**src/rtl/dsp_result_serializer.sv**
```systemverilog
// Generic single-clock FIFO with an occupancy count.
// Latency: a pushed word is visible at the head one cycle after the push.
// Backpressure: in_rdy is low while full, decoded from the registered level only.
module sync_fifo #(
    parameter int W     = 8,
    parameter int DEPTH = 4
) (
    input  logic                   core_clk,
    input  logic                   arst_n,
    input  logic                   in_vld,
    output logic                   in_rdy,
    input  logic [W-1:0]           in_dat,
    output logic                   out_vld,
    input  logic                   out_rdy,
    output logic [W-1:0]           out_dat,
    output logic [$clog2(DEPTH):0] level
);
    localparam int AW = $clog2(DEPTH);
    localparam logic [AW:0] LVL_FULL = (AW+1)'(DEPTH);

    logic [W-1:0]  mem [DEPTH];
    logic [AW-1:0] wr_ptr;
    logic [AW-1:0] rd_ptr;
    logic          push;
    logic          pop;

    assign in_rdy  = (level != LVL_FULL);
    assign out_vld = (level != '0);
    assign push    = in_vld && in_rdy;
    assign pop     = out_rdy && out_vld;
    assign out_dat = mem[rd_ptr];

    always_ff @(posedge core_clk) begin
        if (push) begin
            mem[wr_ptr] <= in_dat;
        end
    end

    // Power-of-two depth: pointers wrap by natural overflow.
    always_ff @(posedge core_clk or negedge arst_n) begin
        if (!arst_n) begin
            wr_ptr <= '0;
            rd_ptr <= '0;
            level  <= '0;
        end else begin
            if (push) wr_ptr <= wr_ptr + 1'b1;
            if (pop)  rd_ptr <= rd_ptr + 1'b1;
            case ({push, pop})
                2'b10:   level <= level + 1'b1;
                2'b01:   level <= level - 1'b1;
                default: level <= level;
            endcase
        end
    end
endmodule

// Buffers DSP results and shifts each one out MSB-first as an SPI-style frame.
// Latency: frame select drops one cycle after the word reaches the FIFO head.
// Backpressure: res_ready low while the FIFO is full; pops only between frames.
module dsp_result_serializer #(
    parameter int DATA_W  = 48,
    parameter int DEPTH   = 4,
    parameter int CLK_DIV = 2
) (
    input  logic                   wb_clk_i,
    input  logic                   wb_rst_ni,
    input  logic                   enable,
    input  logic                   res_valid,
    input  logic [DATA_W-1:0]      res_data,
    output logic                   res_ready,
    output logic [$clog2(DEPTH):0] fifo_level,
    output logic                   busy,
    output logic                   ser_sclk,
    output logic                   ser_mosi,
    output logic                   ser_cs_n,
    output logic [2:0]             ser_oeb
);
    localparam int DIV_W = $clog2(CLK_DIV) + 1;
    localparam int BIT_W = $clog2(DATA_W + 1);
    localparam logic [DIV_W-1:0] DIV_LAST = DIV_W'(CLK_DIV - 1);
    localparam logic [BIT_W-1:0] BIT_DONE = BIT_W'(DATA_W);
    localparam logic [BIT_W-1:0] BIT_FINAL = BIT_W'(DATA_W - 1);

    typedef enum logic [1:0] {IDLE, SETUP, SHIFT, GAP} state_t;

    state_t            state, state_nxt;
    logic [DIV_W-1:0]  div_cnt, div_nxt;
    logic [BIT_W-1:0]  bit_cnt, bit_nxt;
    logic [DATA_W-1:0] shreg, sh_nxt;
    logic              sclk_nxt, mosi_nxt, cs_n_nxt;
    logic              div_done;
    logic              pop;
    logic              head_vld;
    logic [DATA_W-1:0] head_dat;

    sync_fifo #(.W(DATA_W), .DEPTH(DEPTH)) u_fifo (
        .core_clk (wb_clk_i),
        .arst_n   (wb_rst_ni),
        .in_vld   (res_valid),
        .in_rdy   (res_ready),
        .in_dat   (res_data),
        .out_vld  (head_vld),
        .out_rdy  (pop),
        .out_dat  (head_dat),
        .level    (fifo_level)
    );

    assign busy     = (state != IDLE);
    assign div_done = (div_cnt == DIV_LAST);

    always_comb begin
        state_nxt = state;
        div_nxt   = div_cnt;
        bit_nxt   = bit_cnt;
        sh_nxt    = shreg;
        sclk_nxt  = ser_sclk;
        mosi_nxt  = ser_mosi;
        cs_n_nxt  = ser_cs_n;
        pop       = 1'b0;
        case (state)
            IDLE: begin
                if (enable && head_vld) begin
                    pop       = 1'b1;
                    sh_nxt    = head_dat;
                    mosi_nxt  = head_dat[DATA_W-1];
                    cs_n_nxt  = 1'b0;
                    bit_nxt   = '0;
                    div_nxt   = '0;
                    state_nxt = SETUP;
                end
            end
            SETUP: begin
                if (div_done) begin
                    sclk_nxt  = 1'b1;
                    div_nxt   = '0;
                    state_nxt = SHIFT;
                end else begin
                    div_nxt = div_cnt + 1'b1;
                end
            end
            SHIFT: begin
                if (!div_done) begin
                    div_nxt = div_cnt + 1'b1;
                end else begin
                    div_nxt = '0;
                    // The last low half-period is held before cs_n releases.
                    if (bit_cnt == BIT_DONE) begin
                        cs_n_nxt  = 1'b1;
                        state_nxt = GAP;
                    end else if (!ser_sclk) begin
                        sclk_nxt = 1'b1;
                    end else begin
                        sclk_nxt = 1'b0;
                        bit_nxt  = bit_cnt + 1'b1;
                        sh_nxt   = {shreg[DATA_W-2:0], 1'b0};
                        mosi_nxt = (bit_cnt == BIT_FINAL) ? 1'b0 : shreg[DATA_W-2];
                    end
                end
            end
            GAP: begin
                if (div_done) begin
                    div_nxt   = '0;
                    state_nxt = IDLE;
                end else begin
                    div_nxt = div_cnt + 1'b1;
                end
            end
            default: begin
                state_nxt = IDLE;
                div_nxt   = '0;
            end
        endcase
    end

    always_ff @(posedge wb_clk_i or negedge wb_rst_ni) begin
        if (!wb_rst_ni) begin
            state    <= IDLE;
            div_cnt  <= '0;
            bit_cnt  <= '0;
            shreg    <= '0;
            ser_sclk <= 1'b0;
            ser_mosi <= 1'b0;
            ser_cs_n <= 1'b1;
            ser_oeb  <= 3'b111;
        end else begin
            state    <= state_nxt;
            div_cnt  <= div_nxt;
            bit_cnt  <= bit_nxt;
            shreg    <= sh_nxt;
            ser_sclk <= sclk_nxt;
            ser_mosi <= mosi_nxt;
            ser_cs_n <= cs_n_nxt;
            ser_oeb  <= enable ? 3'b000 : 3'b111;
        end
    end
endmodule

```
**config.mk**
```make
export PLATFORM = sky130hd
export DESIGN_NAME = dsp_result_serializer
export DESIGN_NICKNAME = d
export VERILOG_FILES = /design/src/rtl/dsp_result_serializer.sv
export SDC_FILE = /design/constraint.sdc
export NUM_CORES = 1
export LEC_CHECK = 0
export CORE_MARGIN = 2
export CORE_UTILIZATION = 45
export DETAILED_ROUTE_END_ITERATION = 8
export DONT_BUFFER_PORTS = 1
export GPL_TIMING_DRIVEN = 0
export PLACE_DENSITY = 0.71
export SETUP_SLACK_MARGIN = 0.5
export SLEW_MARGIN = 40
export SYNTH_ARGS = -nofsm -noshare
export SYNTH_HDL_FRONTEND = slang
export SYNTH_SLANG_ARGS = --single-unit
```
**constraint.sdc**
```tcl
create_clock -name wb_clk_i -period 2.6 [get_ports wb_clk_i]
set_input_delay 0.52 -clock wb_clk_i [delete_from_list [all_inputs] [get_ports wb_clk_i]]
set_output_delay 0.52 -clock wb_clk_i [all_outputs]
set_load 0.005 [all_outputs]
```
* Yosys cells after proc, flatten, opt, wreduce, memory -nomap -nowiden
Memories as Yosys holds them, arrays and structs flattened.
Index checks and enable logic that the tools add are counted.
** Storage, ports and cells
- Output and inout bits :: 11
- Input bits :: 52
- Memories :: 1
- Memory bits (writable) :: 192
- Bits in registers :: 70
** Cells by class
- Add/sub/neg operators :: 6
- Reduce and logical (&&, ||, !) cells :: 14
- Eq/ne operators :: 16
- Multiplexer cells :: 40
** Memory list
- u_fifo.mem :: words 4, width 48, rd ports 1, clocked after Yosys merged registers in 0, wr ports 1, RTL line 21 : logic [W-1:0] mem [DEPTH];
** Operator list (number)
- 2-to-1 mux 47 bit :: 4
- case mux 47 bit (2 select lines) :: 1
- 2-to-1 mux 6 bit :: 4
- 2-to-1 mux 1 bit :: 16
- 2-to-1 mux 2 bit :: 7
- inequality test 2 bit (second input constant) :: 7
- equality test 6 bit (second input constant) :: 2
- case mux 6 bit (2 select lines) :: 1
- AND reduction 5 bit :: 2
- case mux 2 bit (4 select lines) :: 1
- AND reduction 4 bit :: 2
- nonzero test 2 bit :: 4
- adder 2 x 1 -> 2 bit (second input constant) :: 3
- adder 6 x 1 -> 6 bit (second input constant) :: 1
- equality test 2 x 1 -> 1 bit (second input constant) :: 3
- equality test 2 bit (second input constant) :: 3
- case mux 1 bit (2 select lines) :: 3
- case mux 3 bit (2 select lines) :: 1
- case mux 2 bit (2 select lines) :: 1
- adder 3 x 1 -> 3 bit (second input constant) :: 1
- logical AND 1 bit :: 3
- 2-to-1 mux 3 bit :: 1
- inequality test 3 bit (second input constant) :: 1
- nonzero test 3 bit :: 1
- 3 further kinds :: 3

* Depth between registers and ports, before layout
- Depth in word-level cells :: 7
- Mapped depth :: 10
- Mapped depth without buffers :: 10

* Cells and area by module
From an unflattened synthesis, not the netlist that was laid out.
** Unflattened totals
- Cell total of the unflattened synthesis :: 541
- Area total of the unflattened synthesis :: 10304.9 um^2
** By module, submodules not included
- sync_fifo :: area each 7330.8 um^2, sequential area each 5940.7 um^2, times used 1, cells an instance 288
- dsp_result_serializer :: area each 2974.1 um^2, sequential area each 1529.0 um^2, times used 1, cells an instance 253

* Least setup slack after synthesis
No wires, ideal clock.
- Path kind :: flip-flop to flip-flop
- Start point :: register u_fifo.level[0]
- End point :: memory u_fifo.mem[0][0] in the netlist's numbering (enable)
- Path slack :: 0.306 ns
- Library setup time :: 0.411 ns
- Cell stages (with the launch flop) :: 4
- Clock period less this slack :: 2.294 ns
- Required time :: 2.189 ns
- Arrival :: 1.883 ns
- Path through :: dfrtp_1 inv_1 nand3_1 and3_1
** Between the ends
- Word-level cells in the longest chain between the ends :: 4
** Ends and longest elaborated chain
- start: declaration :: RTL line 16 : output logic [$clog2(DEPTH):0] level
- start signal: assignment :: RTL line 49 : 2'b10: level <= level + 1'b1;
- start signal: assignment :: RTL line 50 : 2'b01: level <= level - 1'b1;
- start signal: assignment :: RTL line 51 : default: level <= level;
- inequality test 3 bit :: RTL line 27 : assign in_rdy = (level != LVL_FULL);
- net res_ready :: RTL line 70 : output logic res_ready,
- logical AND 1 bit :: RTL line 29 : assign push = in_vld && in_rdy;
- 2-to-1 mux 1 bit :: RTL line 34 : if (push) begin
- 2-to-1 mux 1 bit (not written as such) :: RTL line 35 : mem[wr_ptr] <= in_dat;
- end: declaration :: RTL line 21
The timed path passes the listed nets, and every way through them passes these cells.

* Worst setup path in the final report
- Start point :: register state[0]
- End point :: register shreg[21]
** Between the ends
- Word-level cells in the longest chain between the ends :: 3
- Elaborated cells between the ends (all ways) :: 9
- Those cells by class :: eq/ne: 5; mux: 1; reduce/logical: 3
** Ends and longest elaborated chain
- start: declaration :: RTL line 86 : state_t state, state_nxt;
- start signal: assignment :: RTL line 186 : state <= state_nxt;
- equality test 2 bit or logical NOT 2 bit (tied branches) :: RTL line 120 : case (state)
- inequality test 2 bit (no line) or nonzero test 2 bit (tied branches)
- AND reduction 5 bit (no line)
- end signal: assignment :: RTL line 189 : shreg <= sh_nxt;
- end: declaration :: RTL line 89 : logic [DATA_W-1:0] shreg, sh_nxt;
Parallel ways exist; a longest one is shown, timed or not.
A chain may end at the register's enable or synchronous reset.

==> results.ini <==
[timing]
fin_setup_tns_ns=0
maxSlewHeadroom_pct=45.4
hold_viol=0
finalCriticalPeriod_ns=2.05
setup_viol=0
hold_slack_ns=0.0663
grt_setup_unrepaired=yes
finalMaxSlewViolations=0
skew_ns=0.0261
worstMarginPinSlew_ns=0.818
period_share_pct=79.0
fmax_ghz=0.487

[die]
coreArea_sq_um=23300
dieArea_sq_um=24700
rows=56
start_util_pct=45.3
fp.dieH_um=157
io-pin-count=63
die_width_um=157

[global_routing]
grt_usage_pct=16.4
grt_pass1_wl_um=30800
grt_pass1_vias=5650
grt_max_degree=69
antenna_found_initial=0
grt_overflow=0

[synthesis]
synth_flop_cell=edfxtp_1
synth_edf_count=192
synth_area_sq_um=10500
ys_async_sr_fraction_pct=26.2
synthesis.nets=685
ys_seq_area_share_pct=70.9
synth_cells=620
yosysWarnings=0
ys_ff_latch=260
syn_area_per_cell_sq_um=17.0
yosysUniqueCellTypes=45

[clocking]
cts_max_level=1
clockBufferDepth=3
clk_pin_slew_ns=0.06
clk_latency_ns=0.54
numCtsBuffers=26
root_buffer=clkbuf_16
cts.sinks=260
tritoncts=built

[finish]
syn2layout_area_growth_pct=14.7
layout-drive-gt1-share_pct=27.7
nets=727
diodes=0

[drt]
drt_wl_total_um=19700
post_drt_wl_per_cell_um=19.7
drt_iter0_drc=357
drc=0
postRouteAntennaNets=0
vias_per_cell=5.19
drtPass1Iterations=4
vias=5195

[place]
place_hpwl_um=11700
place_congestion=0.727
numPortBuffers=0

[pwr]
pwr_density_cell_nw_per_um2=826
vdd_drop_max_uv=601
leakagePower_nw=4.50
power_mw=9.99

[setup_path]
startpoint_type=register
critPathRequiredTime_ns=3.01
worstSetupPathType=reg2reg
cp_max_fo=8
end_kind=register
arrival_ns=2.46

[outcome]
status=complete, no violations

[worst_hold_path]
hold_class=in2reg

[run]
drv_cap=0

cell families (layout without fill, tap and decap cells):
group,count (synthesis),count (layout),synth area share (%)
buffers and inverters,46,108,2.07
AOI/OAI and AO/OA,24,24,1.79
xor gates and xnor gates,7,7,0.582
muxes,100,100,16.5
and+or+nand+nor,170,170,6.60
DFF,260,260,70.9
adders and majority gates,13,13,1.61
path summary, 6_finish.rpt:
path	start	end	slack (ns)	depth (start not counted)
setup / recovery	state[0]$_DFFE_PN0P_	shreg[21]$_DFFE_PN0P_	0.55	9
hold / removal	res_data[35]	u_fifo.mem[1][35]$_DFFE_PP_	0.07	0
setup reg to reg	state[0]$_DFFE_PN0P_	shreg[21]$_DFFE_PN0P_	0.55	9
hold reg to reg	div_cnt[1]$_DFFE_PN0N_	div_cnt[1]$_DFFE_PN0N_	0.50	1
max in group asynchronous	wb_rst_ni	ser_oeb[1]$_DFF_PN1_	1.70	2
min in group asynchronous	wb_rst_ni	shreg[44]$_DFFE_PN0P_	0.58	2
per-layer routing:
layer / GRT usage (%) / vias up / share of wire (%)
met5: 0 / - / 0
li1: - / 2389 / -
met4: 4.89 / 0 / 2.2
met1: 20.4 / 2658 / 41
met3: 4.19 / 32 / 5.5
met2: 28.6 / 116 / 52
layout make-up:
class	count	area, sq um
fill	1873	11200
sequential	260	7470
multi-input combinational	314	2920
clock buffer	36	708
tap	319	399
buffer	29	199
timing repair buffer	14	168
clock inverter	12	158
inverter	17	70.1
repair_timing:
| action | CTS | global route |
|---|---|---|
| hold buffers | 2 | 1 |
| endpoints found under the hold margin | 68 | 1 |
| buffers inserted | 3 | 6 |
| resized for setup | 20 | 14 |
| endpoints found under the setup margin | 52 | 48 |
| pin swaps | 2 | 4 |
synthesized netlist by cell type, drive strengths merged (2+ instances only):
| library cell | n | area [sq um] |
|---|---|---|
| a21o | 3 | 22.5 |
| nor2 | 8 | 37.5 |
| a21oi | 2 | 13.8 |
| a22o | 2 | 17.5 |
| and3 | 4 | 25.0 |
| and2 | 2 | 12.5 |
| o21ai | 5 | 25.0 |
| nand2 | 144 | 541 |
| o41ai | 2 | 17.5 |
| edfxtp | 192 | 5770 |
| ha | 12 | 150 |
| xor2 | 2 | 17.5 |
| inv | 16 | 60.1 |
| dfstp | 2 | 52.6 |
| clkbuf | 11 | 41.3 |
| a22oi | 2 | 15.0 |
| dfrtp | 66 | 1650 |
| buf | 18 | 113 |
| mux4 | 48 | 1080 |
| xnor2 | 5 | 43.8 |
| nand3 | 6 | 30.0 |
| mux2 | 51 | 646 |
report_power, final:
part | internal [mW] | switching, mW
registers | 5.19 | 0.180
clock network | 2.21 | 1.51
logic | 0.314 | 0.584
layout by cell type (no fill, tap or decap), types with 9 or more instances in the layout:
cell       netlist  routed
buf_4            3      14
clkbuf_1        11      19
clkbuf_16        0      26
dfrtp_1         66      63
edfxtp_1       192     192
ha_1            12       9
inv_1           16      12
mux2_2          32      32
mux2_4          19      19
mux4_2          48      48
nand2_1        144     143
state kept, by name (all words and copies together) (netlist names):
| name | count |
|---|---|
| u_fifo.mem | 192 |
| shreg | 47 |
| bit_cnt | 6 |
| u_fifo.level | 3 |
| div_cnt | 2 |
| state | 2 |
| u_fifo.rd_ptr | 2 |
| u_fifo.wr_ptr | 2 |
| ser_cs_n | 1 |
| ser_mosi | 1 |
| ser_oeb | 1 |
| ser_sclk | 1 |
critical path, stage by stage (launching register included):
cell and delay [ns]:
dfrtp_1 0.41, inv_2 0.11, ha_2 0.19, buf_6 0.12, and2_4 0.15, o211ai_4 0.11, a21oi_4 0.24, buf_8 0.16
buf_12 0.12, mux2_2 0.33
metrics by stage:
| step | instances | utilization (%) | instance area (sq um) | setup slack (ns) |
|---|---|---|---|---|
| floorplan | 620 | - | 10500 | 0.616 |
| global placement | 939 | 47.0 | 10900 | 0.240 |
| detailed placement | 939 | 47.1 | 11000 | 0.197 |
| CTS | 992 | 51.4 | 12000 | 0.518 |
| global route | 1001 | 52.0 | 12100 | 0.459 |
| finish | 1001 | 52.0 | 12100 | 0.545 |
Power figures use the tool's default switching activity.
